==> config.mk <==
export PLATFORM = sky130hd
export DESIGN_NAME = l2_cache_miss_tracker_flat
export DESIGN_NICKNAME = d
export VERILOG_FILES = /design/src/rtl/l2_cache_miss_tracker_if.sv /design/src/rtl/l2_cache_miss_tracker.sv /design/src/flat_wrapper.sv
export SDC_FILE = /design/constraint.sdc
export NUM_CORES = 1
export LEC_CHECK = 0
export ABC_AREA = 1
export CORE_ASPECT_RATIO = 0.9
export CORE_MARGIN = 10
export CORE_UTILIZATION = 40
export DETAILED_ROUTE_END_ITERATION = 10
export GPL_ROUTABILITY_DRIVEN = 0
export HOLD_SLACK_MARGIN = 0.02
export SETUP_SLACK_MARGIN = 0.3
export SLEW_MARGIN = 25
export SYNTH_ARGS = -nofsm -noshare
export SYNTH_HDL_FRONTEND = slang
export SYNTH_SLANG_ARGS = --single-unit
==> constraint.sdc <==
create_clock -name clk -period 4.75 [get_ports clk]
set_input_delay 0.7125 -clock clk [delete_from_list [all_inputs] [get_ports clk]]
set_output_delay 0.7125 -clock clk [all_outputs]
set_load 0.03 [all_outputs]
==> src/rtl/l2_cache_miss_tracker_if.sv <==
// Lookup/response bundle between the L2 read stage and the pending-miss tracker.
// The upstream pipeline is the master; the tracker is the slave.
interface l2_cache_miss_tracker_if #(
  parameter int NUM_ENTRIES = 16,
  parameter int KEY_WIDTH   = 20,
  parameter int MERGE_WIDTH = 3,
  localparam int IDX_WIDTH  = $clog2(NUM_ENTRIES)
);
  logic                   lookup_valid;
  logic [KEY_WIDTH-1:0]   lookup_addr;
  logic                   lookup_is_miss;
  logic                   lookup_is_fill;
  logic                   flush_en;
  logic                   duplicate_request;
  logic [IDX_WIDTH-1:0]   lookup_idx;
  logic [MERGE_WIDTH-1:0] merge_count;
  logic [IDX_WIDTH:0]     occupancy;
  logic                   tracker_full;
  logic                   alloc_error;
  logic                   orphan_fill_error;
  logic                   merge_sat_error;

  modport master (
    output lookup_valid, lookup_addr, lookup_is_miss, lookup_is_fill, flush_en,
    input  duplicate_request, lookup_idx, merge_count, occupancy, tracker_full,
           alloc_error, orphan_fill_error, merge_sat_error
  );

  modport slave (
    input  lookup_valid, lookup_addr, lookup_is_miss, lookup_is_fill, flush_en,
    output duplicate_request, lookup_idx, merge_count, occupancy, tracker_full,
           alloc_error, orphan_fill_error, merge_sat_error
  );
endinterface

==> src/rtl/l2_cache_miss_tracker.sv <==
// Pending-miss tracker: one entry per line with an outstanding memory load,
// merge counting for duplicate requests, occupancy and early backpressure.

module l2_miss_entry #(
  parameter int KEY_WIDTH   = 20,
  parameter int MERGE_WIDTH = 3
) (
  input  logic                   clk,
  input  logic                   reset,
  input  logic                   clear,
  input  logic                   alloc,
  input  logic                   rel,
  input  logic                   merge,
  input  logic [KEY_WIDTH-1:0]   key_in,
  output logic                   vld,
  output logic [KEY_WIDTH-1:0]   key,
  output logic [MERGE_WIDTH-1:0] cnt
);
  always_ff @(posedge clk) begin
    if (reset || clear) begin
      vld <= 1'b0;
      key <= '0;
      cnt <= '0;
    end else if (alloc) begin
      vld <= 1'b1;
      key <= key_in;
      cnt <= '0;
    end else if (rel) begin
      vld <= 1'b0;
      cnt <= '0;
    end else if (merge && (cnt != '1)) begin
      cnt <= cnt + 1'b1;
    end
  end
endmodule

module l2_cache_miss_tracker #(
  parameter int NUM_ENTRIES = 16,
  // Width of cache_line_index_t in the L2 pipeline.
  parameter int KEY_WIDTH   = 20,
  parameter int FULL_MARGIN = 4,
  parameter int MERGE_WIDTH = 3,
  localparam int IDX_WIDTH  = $clog2(NUM_ENTRIES)
) (
  input logic                  clk,
  input logic                  reset,
  l2_cache_miss_tracker_if.slave bus
);
  localparam logic [IDX_WIDTH:0] FULL_LEVEL = (IDX_WIDTH+1)'(NUM_ENTRIES - FULL_MARGIN);

  logic [NUM_ENTRIES-1:0]                  ent_vld;
  logic [NUM_ENTRIES-1:0][KEY_WIDTH-1:0]   ent_key;
  logic [NUM_ENTRIES-1:0][MERGE_WIDTH-1:0] ent_cnt;
  logic [NUM_ENTRIES-1:0]                  match;

  logic                 hit, any_free;
  logic [IDX_WIDTH-1:0] match_idx, free_idx;
  logic                 do_alloc, do_rel, do_merge;
  logic                 set_alloc_err, set_orphan_err, set_sat_err;
  logic [IDX_WIDTH:0]   occ_q, occ_next;
  logic                 full_q, alloc_err_q, orphan_err_q, sat_err_q;

  always_comb begin
    match_idx = '0;
    free_idx  = '0;
    any_free  = 1'b0;
    for (int i = 0; i < NUM_ENTRIES; i++) begin
      match[i] = ent_vld[i] && (ent_key[i] == bus.lookup_addr);
      if (match[i]) match_idx = IDX_WIDTH'(i);
    end
    // Walk downwards so the lowest invalid slot is the one that sticks.
    for (int i = NUM_ENTRIES-1; i >= 0; i--) begin
      if (!ent_vld[i]) begin
        free_idx = IDX_WIDTH'(i);
        any_free = 1'b1;
      end
    end
  end

  assign hit = |match;

  // A flush overrides whatever lookup arrives with it.
  always_comb begin
    do_rel         = 1'b0;
    do_merge       = 1'b0;
    do_alloc       = 1'b0;
    set_alloc_err  = 1'b0;
    set_orphan_err = 1'b0;
    set_sat_err    = 1'b0;
    if (bus.lookup_valid && !bus.flush_en) begin
      if (bus.lookup_is_fill) begin
        do_rel         = hit;
        set_orphan_err = !hit;
      end else if (bus.lookup_is_miss) begin
        do_merge      = hit;
        set_sat_err   = hit && (ent_cnt[match_idx] == '1);
        do_alloc      = !hit && any_free;
        set_alloc_err = !hit && !any_free;
      end
    end
  end

  for (genvar g = 0; g < NUM_ENTRIES; g++) begin : g_ent
    l2_miss_entry #(
      .KEY_WIDTH  (KEY_WIDTH),
      .MERGE_WIDTH(MERGE_WIDTH)
    ) u_ent (
      .clk   (clk),
      .reset (reset),
      .clear (bus.flush_en),
      .alloc (do_alloc && (free_idx == IDX_WIDTH'(g))),
      .rel   (do_rel && match[g]),
      .merge (do_merge && match[g]),
      .key_in(bus.lookup_addr),
      .vld   (ent_vld[g]),
      .key   (ent_key[g]),
      .cnt   (ent_cnt[g])
    );
  end

  always_comb begin
    occ_next = occ_q;
    if (bus.flush_en)  occ_next = '0;
    else if (do_alloc) occ_next = occ_q + 1'b1;
    else if (do_rel)   occ_next = occ_q - 1'b1;
  end

  always_ff @(posedge clk) begin
    if (reset) begin
      occ_q        <= '0;
      full_q       <= 1'b0;
      alloc_err_q  <= 1'b0;
      orphan_err_q <= 1'b0;
      sat_err_q    <= 1'b0;
    end else begin
      occ_q        <= occ_next;
      full_q       <= (occ_next >= FULL_LEVEL);
      alloc_err_q  <= alloc_err_q  | set_alloc_err;
      orphan_err_q <= orphan_err_q | set_orphan_err;
      sat_err_q    <= sat_err_q    | set_sat_err;
    end
  end

  assign bus.duplicate_request = bus.lookup_valid && hit;
  assign bus.lookup_idx        = hit ? match_idx : free_idx;
  assign bus.merge_count       = hit ? ent_cnt[match_idx] : '0;
  assign bus.occupancy         = occ_q;
  assign bus.tracker_full      = full_q;
  assign bus.alloc_error       = alloc_err_q;
  assign bus.orphan_fill_error = orphan_err_q;
  assign bus.merge_sat_error   = sat_err_q;
endmodule
==> src/flat_wrapper.sv <==
// flat-port wrapper written by rule: the top's interface ports become plain ports
module l2_cache_miss_tracker_flat 
#(
  parameter int NUM_ENTRIES = 16,
                                                    
  parameter int KEY_WIDTH   = 20,
  parameter int FULL_MARGIN = 4,
  parameter int MERGE_WIDTH = 3,
  localparam int IDX_WIDTH  = $clog2(NUM_ENTRIES)
)
  (clk, reset, bus_lookup_valid, bus_lookup_addr, bus_lookup_is_miss, bus_lookup_is_fill, bus_flush_en, bus_duplicate_request, bus_lookup_idx, bus_merge_count, bus_occupancy, bus_tracker_full, bus_alloc_error, bus_orphan_fill_error, bus_merge_sat_error);
  l2_cache_miss_tracker_if #(.NUM_ENTRIES(NUM_ENTRIES), .KEY_WIDTH(KEY_WIDTH), .MERGE_WIDTH(MERGE_WIDTH)) bus_i ();
  input logic clk;
  input logic reset;
  input wire logic [$bits(bus_i.lookup_valid)-1:0] bus_lookup_valid;
  input wire logic [$bits(bus_i.lookup_addr)-1:0] bus_lookup_addr;
  input wire logic [$bits(bus_i.lookup_is_miss)-1:0] bus_lookup_is_miss;
  input wire logic [$bits(bus_i.lookup_is_fill)-1:0] bus_lookup_is_fill;
  input wire logic [$bits(bus_i.flush_en)-1:0] bus_flush_en;
  output wire logic [$bits(bus_i.duplicate_request)-1:0] bus_duplicate_request;
  output wire logic [$bits(bus_i.lookup_idx)-1:0] bus_lookup_idx;
  output wire logic [$bits(bus_i.merge_count)-1:0] bus_merge_count;
  output wire logic [$bits(bus_i.occupancy)-1:0] bus_occupancy;
  output wire logic [$bits(bus_i.tracker_full)-1:0] bus_tracker_full;
  output wire logic [$bits(bus_i.alloc_error)-1:0] bus_alloc_error;
  output wire logic [$bits(bus_i.orphan_fill_error)-1:0] bus_orphan_fill_error;
  output wire logic [$bits(bus_i.merge_sat_error)-1:0] bus_merge_sat_error;
  assign bus_i.lookup_valid = bus_lookup_valid;
  assign bus_i.lookup_addr = bus_lookup_addr;
  assign bus_i.lookup_is_miss = bus_lookup_is_miss;
  assign bus_i.lookup_is_fill = bus_lookup_is_fill;
  assign bus_i.flush_en = bus_flush_en;
  assign bus_duplicate_request = bus_i.duplicate_request;
  assign bus_lookup_idx = bus_i.lookup_idx;
  assign bus_merge_count = bus_i.merge_count;
  assign bus_occupancy = bus_i.occupancy;
  assign bus_tracker_full = bus_i.tracker_full;
  assign bus_alloc_error = bus_i.alloc_error;
  assign bus_orphan_fill_error = bus_i.orphan_fill_error;
  assign bus_merge_sat_error = bus_i.merge_sat_error;
  l2_cache_miss_tracker #(.NUM_ENTRIES(NUM_ENTRIES), .KEY_WIDTH(KEY_WIDTH), .FULL_MARGIN(FULL_MARGIN), .MERGE_WIDTH(MERGE_WIDTH)) u_core (.clk(clk), .reset(reset), .bus(bus_i));
endmodule
==> results_dict.tcl <==
set metrics [dict create \
    leakage_nw 10.6 \
    topRoutingLayerUsed "met4" \
    hold_path_class "in -> reg" \
    yosysSeqAreaShare_pct 36.2 \
    antenna_found_initial 0 \
    die_h_um 241 \
    finalSetupViolCount 0 \
    grt_setup_unrepaired "yes" \
    dr_wl_met3_mm 7.57 \
    hold_path_depth 3 \
    synth.avg_cell_area_um2 6.83 \
    grtUsageTotal_pct 24.7 \
    fin_nets 3351 \
    timing.fmax_mhz 228 \
    min_period_ps 4390 \
    wl_mm 82.3 \
    portBuffers 42 \
    r2r_slack_ps 1330 \
    synth_top_area_share_pct 36.2 \
    post_drt_wl_per_cell_um 20.5 \
    syn_inst 3179 \
    grt_pass1_vias 21000 \
    grt_pass1_wl_mm 124 \
    critical-path-slowest-cell "or4_1" \
    core_area_um2 53400 \
    clock_latency_ps 600 \
    finalHoldViolCount 0 \
    endpoint_kind "output port" \
    route.detailed.drc 2 \
    worstReg2RegEnd "u_core.g_ent[2].u_ent.key[4]" \
    hold_buffers 0 \
    drv_cap 0 \
    tightest_slew_ps 703 \
    start_util_pct 40.7 \
    max_stage_delay_ps 500 \
    powerDensity_nw_per_um2 290 \
    clock_path_buffers 3 \
    vias 23100 \
    yosysTopAreaCell "dfxtp_1" \
    peakVddDrop_mv 0.256 \
    drtAntennaViolNets 0 \
    final_area_um2 26300 \
    synth-edff-count 0 \
    fin_worst_skew_ps 29.9 \
    drive_gt1_share_pct 15.0 \
    start_kind "primary input" \
    core.rowCount 80 \
    dr.pass1.iters 11 \
    violations "design-rule violations" \
    h-tree-depth 2 \
    syn_area_um2 21700 \
    cts_tree "done" \
    worstHoldStart "bus_lookup_addr[1]" \
    drt-met1-wl_mm 35.7 \
    dp_hpwl_mm 56.9 \
    grt_max_degree 161 \
    synth.ff_latch_count 393 \
    final_cell_mix "514 x nand2_1, 390 x dfxtp_1, 374 x a21oi_1, 373 x o21ai_0, 303 x nor2_1" \
    hold_ws_ps 459 \
    grt_overflow 0 \
    drtIter0Drc 2872 \
    synthFlopType "dfxtp_1" \
    die_w_um 266 \
    crit_fanout 6 \
    rr_startpoint "u_core.g_ent[4].u_ent.key[10]" \
    drv_slew 0 \
    final_common_cell "nand2_1" \
    ys_top_cells_by_area "dfxtp_1 36%, nand2_1 9.3%, a21oi_1 8.6%" \
    vias_per_cell 5.75 \
    crit_chain "buf_2 -> buf_6 -> buf_4 -> buf_4 -> nor2_1 -> or4_1 -> nor4_1 -> nand4_1 -> nand2_2 -> nand2_2 -> nand2_4 -> nand2_8 -> buf_6 -> nand3b_1 -> nand2_1 -> nand2_1 -> nand3_2 -> nand3_2 -> nand2_2 -> nor2_1 -> buf_4" \
    die_area_um2 64100 \
    status "finished, violations left" \
    areaGrowthSynthToFinish_pct 21.0 \
    cts.sinks 393 \
    numCtsBuffers 44 \
    min_to "u_core.g_ent[1].u_ent.key[1]" \
    ys_warn_count 0 \
    yosysUniqueCellTypes 54 \
    path_class "in -> out" \
    slew_headroom_pct 53.1 \
    placed_area_um2 23900 \
    async_flop_share_pct 0 \
    cts.clk_slew.worst_paths_ps 60 \
    period_share_pct 92.3 \
    dr_wl_met2_mm 35.5 \
    clock-root-buffer "clkbuf_16" \
    cp.required_ps 4040 \
    r2r_cells 20 \
    syn-num-nets 3239 \
    critPathArrivalTime_ps 3670 \
    design_power_total_mw 7.62 \
    pin_count 43 \
]
synth_stat cells (2+ instances only):
cell type    n
o21ai_1     28
a221oi_1     5
o22ai_1     23
nor3b_1      9
o2111ai_1   13
nor2_4       4
nand4_1     70
buf_4       45
a21oi_1    375
a2111o_1     2
nand3b_1    14
nand2_1    536
xor2_1      76
or4_1        3
or2_1       13
nand3_2      3
clkbuf_2    14
a211oi_1     8
inv_2       19
nor2_1     323
nor4_1      56
a2111oi_0    2
ha_1        34
xnor2_1     35
dfxtp_1    393
nor3_2       2
clkbuf_1    78
nand3_1    155
nor3_1      53
a31oi_1      2
nor4b_1      3
or3_1        5
buf_6        8
buf_2       61
o211ai_1     8
inv_1      259
nand2_2      6
or2_2       42
o21ai_0    374
nor2_2       6
power by group:
group	leakage (nW)	internal (mW)	total, mW	switching [mW]
registers	3.17	3.30	3.30	0.00277
logic	6.69	0.272	0.760	0.488
clock network	0.710	2.09	3.56	1.46
total	10.6	5.66	7.62	1.95
through the flow:
step | std cells | setup WS [ps] | TNS, ps | utilization (%)
floorplan | 3179 | 819 | 0 | -
finish | 4021 | 365 | 0 | 49.3
CTS | 3994 | 308 | 0 | 48.4
global route | 4020 | 227 | 0 | 49.3
global placement | 3890 | -120 | -216 | 44.8
detailed placement | 3890 | -26.4 | -49.9 | 44.8
layout make-up:
type,instances,area (um^2)
Clock buffer,64,1250
Timing Repair Buffer,273,2900
Antenna cell,1,2.50
Sequential cell,393,7870
Clock inverter,14,219
Fill cell,5200,27100
Timing Repair inverter,1,6.26
Inverter,279,1080
Tap cell,697,872
Multi-Input combinational cell,2299,12100
critical path, delay by kind of cell:
family        cells  cell delay (ps)
simple gates     15             2090
buf+inv           6              860
worst max path at each step:
stage / start / endpoint / slack (ps)
5_1_grt: bus_lookup_addr[10] / bus_merge_count[1] / 230
3_3_place_gp: bus_lookup_addr[4] / bus_merge_count[2] / -120
6_report: bus_lookup_addr[3] / bus_merge_count[1] / 360
3_5_place_dp: bus_lookup_addr[4] / bus_merge_count[2] / -30
2_1_floorplan: bus_lookup_addr[15] / bus_merge_count[0] / 820
4_1_cts: bus_lookup_addr[3] / bus_merge_count[1] / 310
registers in the layout, indices dropped and copies added (netlist names):
register and count:
u_core.bus.tracker_full 1, u_core.g_ent.u_ent.cnt 48, u_core.bus.alloc_error 1, u_core.bus.merge_sat_error 1, u_core.bus.occupancy 5, u_core.g_ent.u_ent.key 320, u_core.bus.orphan_fill_error 1, u_core.g_ent.u_ent.vld 16
cell families after synthesis:
| family | after synthesis | synth area share [%] |
|---|---|---|
| adders and majority gates | 34 | 1.96 |
| xor gates and xnor gates | 111 | 4.47 |
| and+or+nand+nor | 1308 | 27.1 |
| buffers and inverters | 487 | 9.93 |
| AOI/OAI and AO/OA | 846 | 20.3 |
| DFF | 393 | 36.2 |
metal layers:
layer,track usage [%],up-vias
met3,3.66,208
met1,34.1,10900
met2,38.2,1152
met4,9.72,0
li1,-,10900
met5,0,-
what timing repair did:
action / 4_1_cts / 5_1_grt
resized for setup: 74 / 134
gates cloned: 3 / 1
setup endpoints to repair: 7 / 7
setup buffers: 23 / 25
pin swaps: 14 / 50
Power figures use the tool's default switching activity.
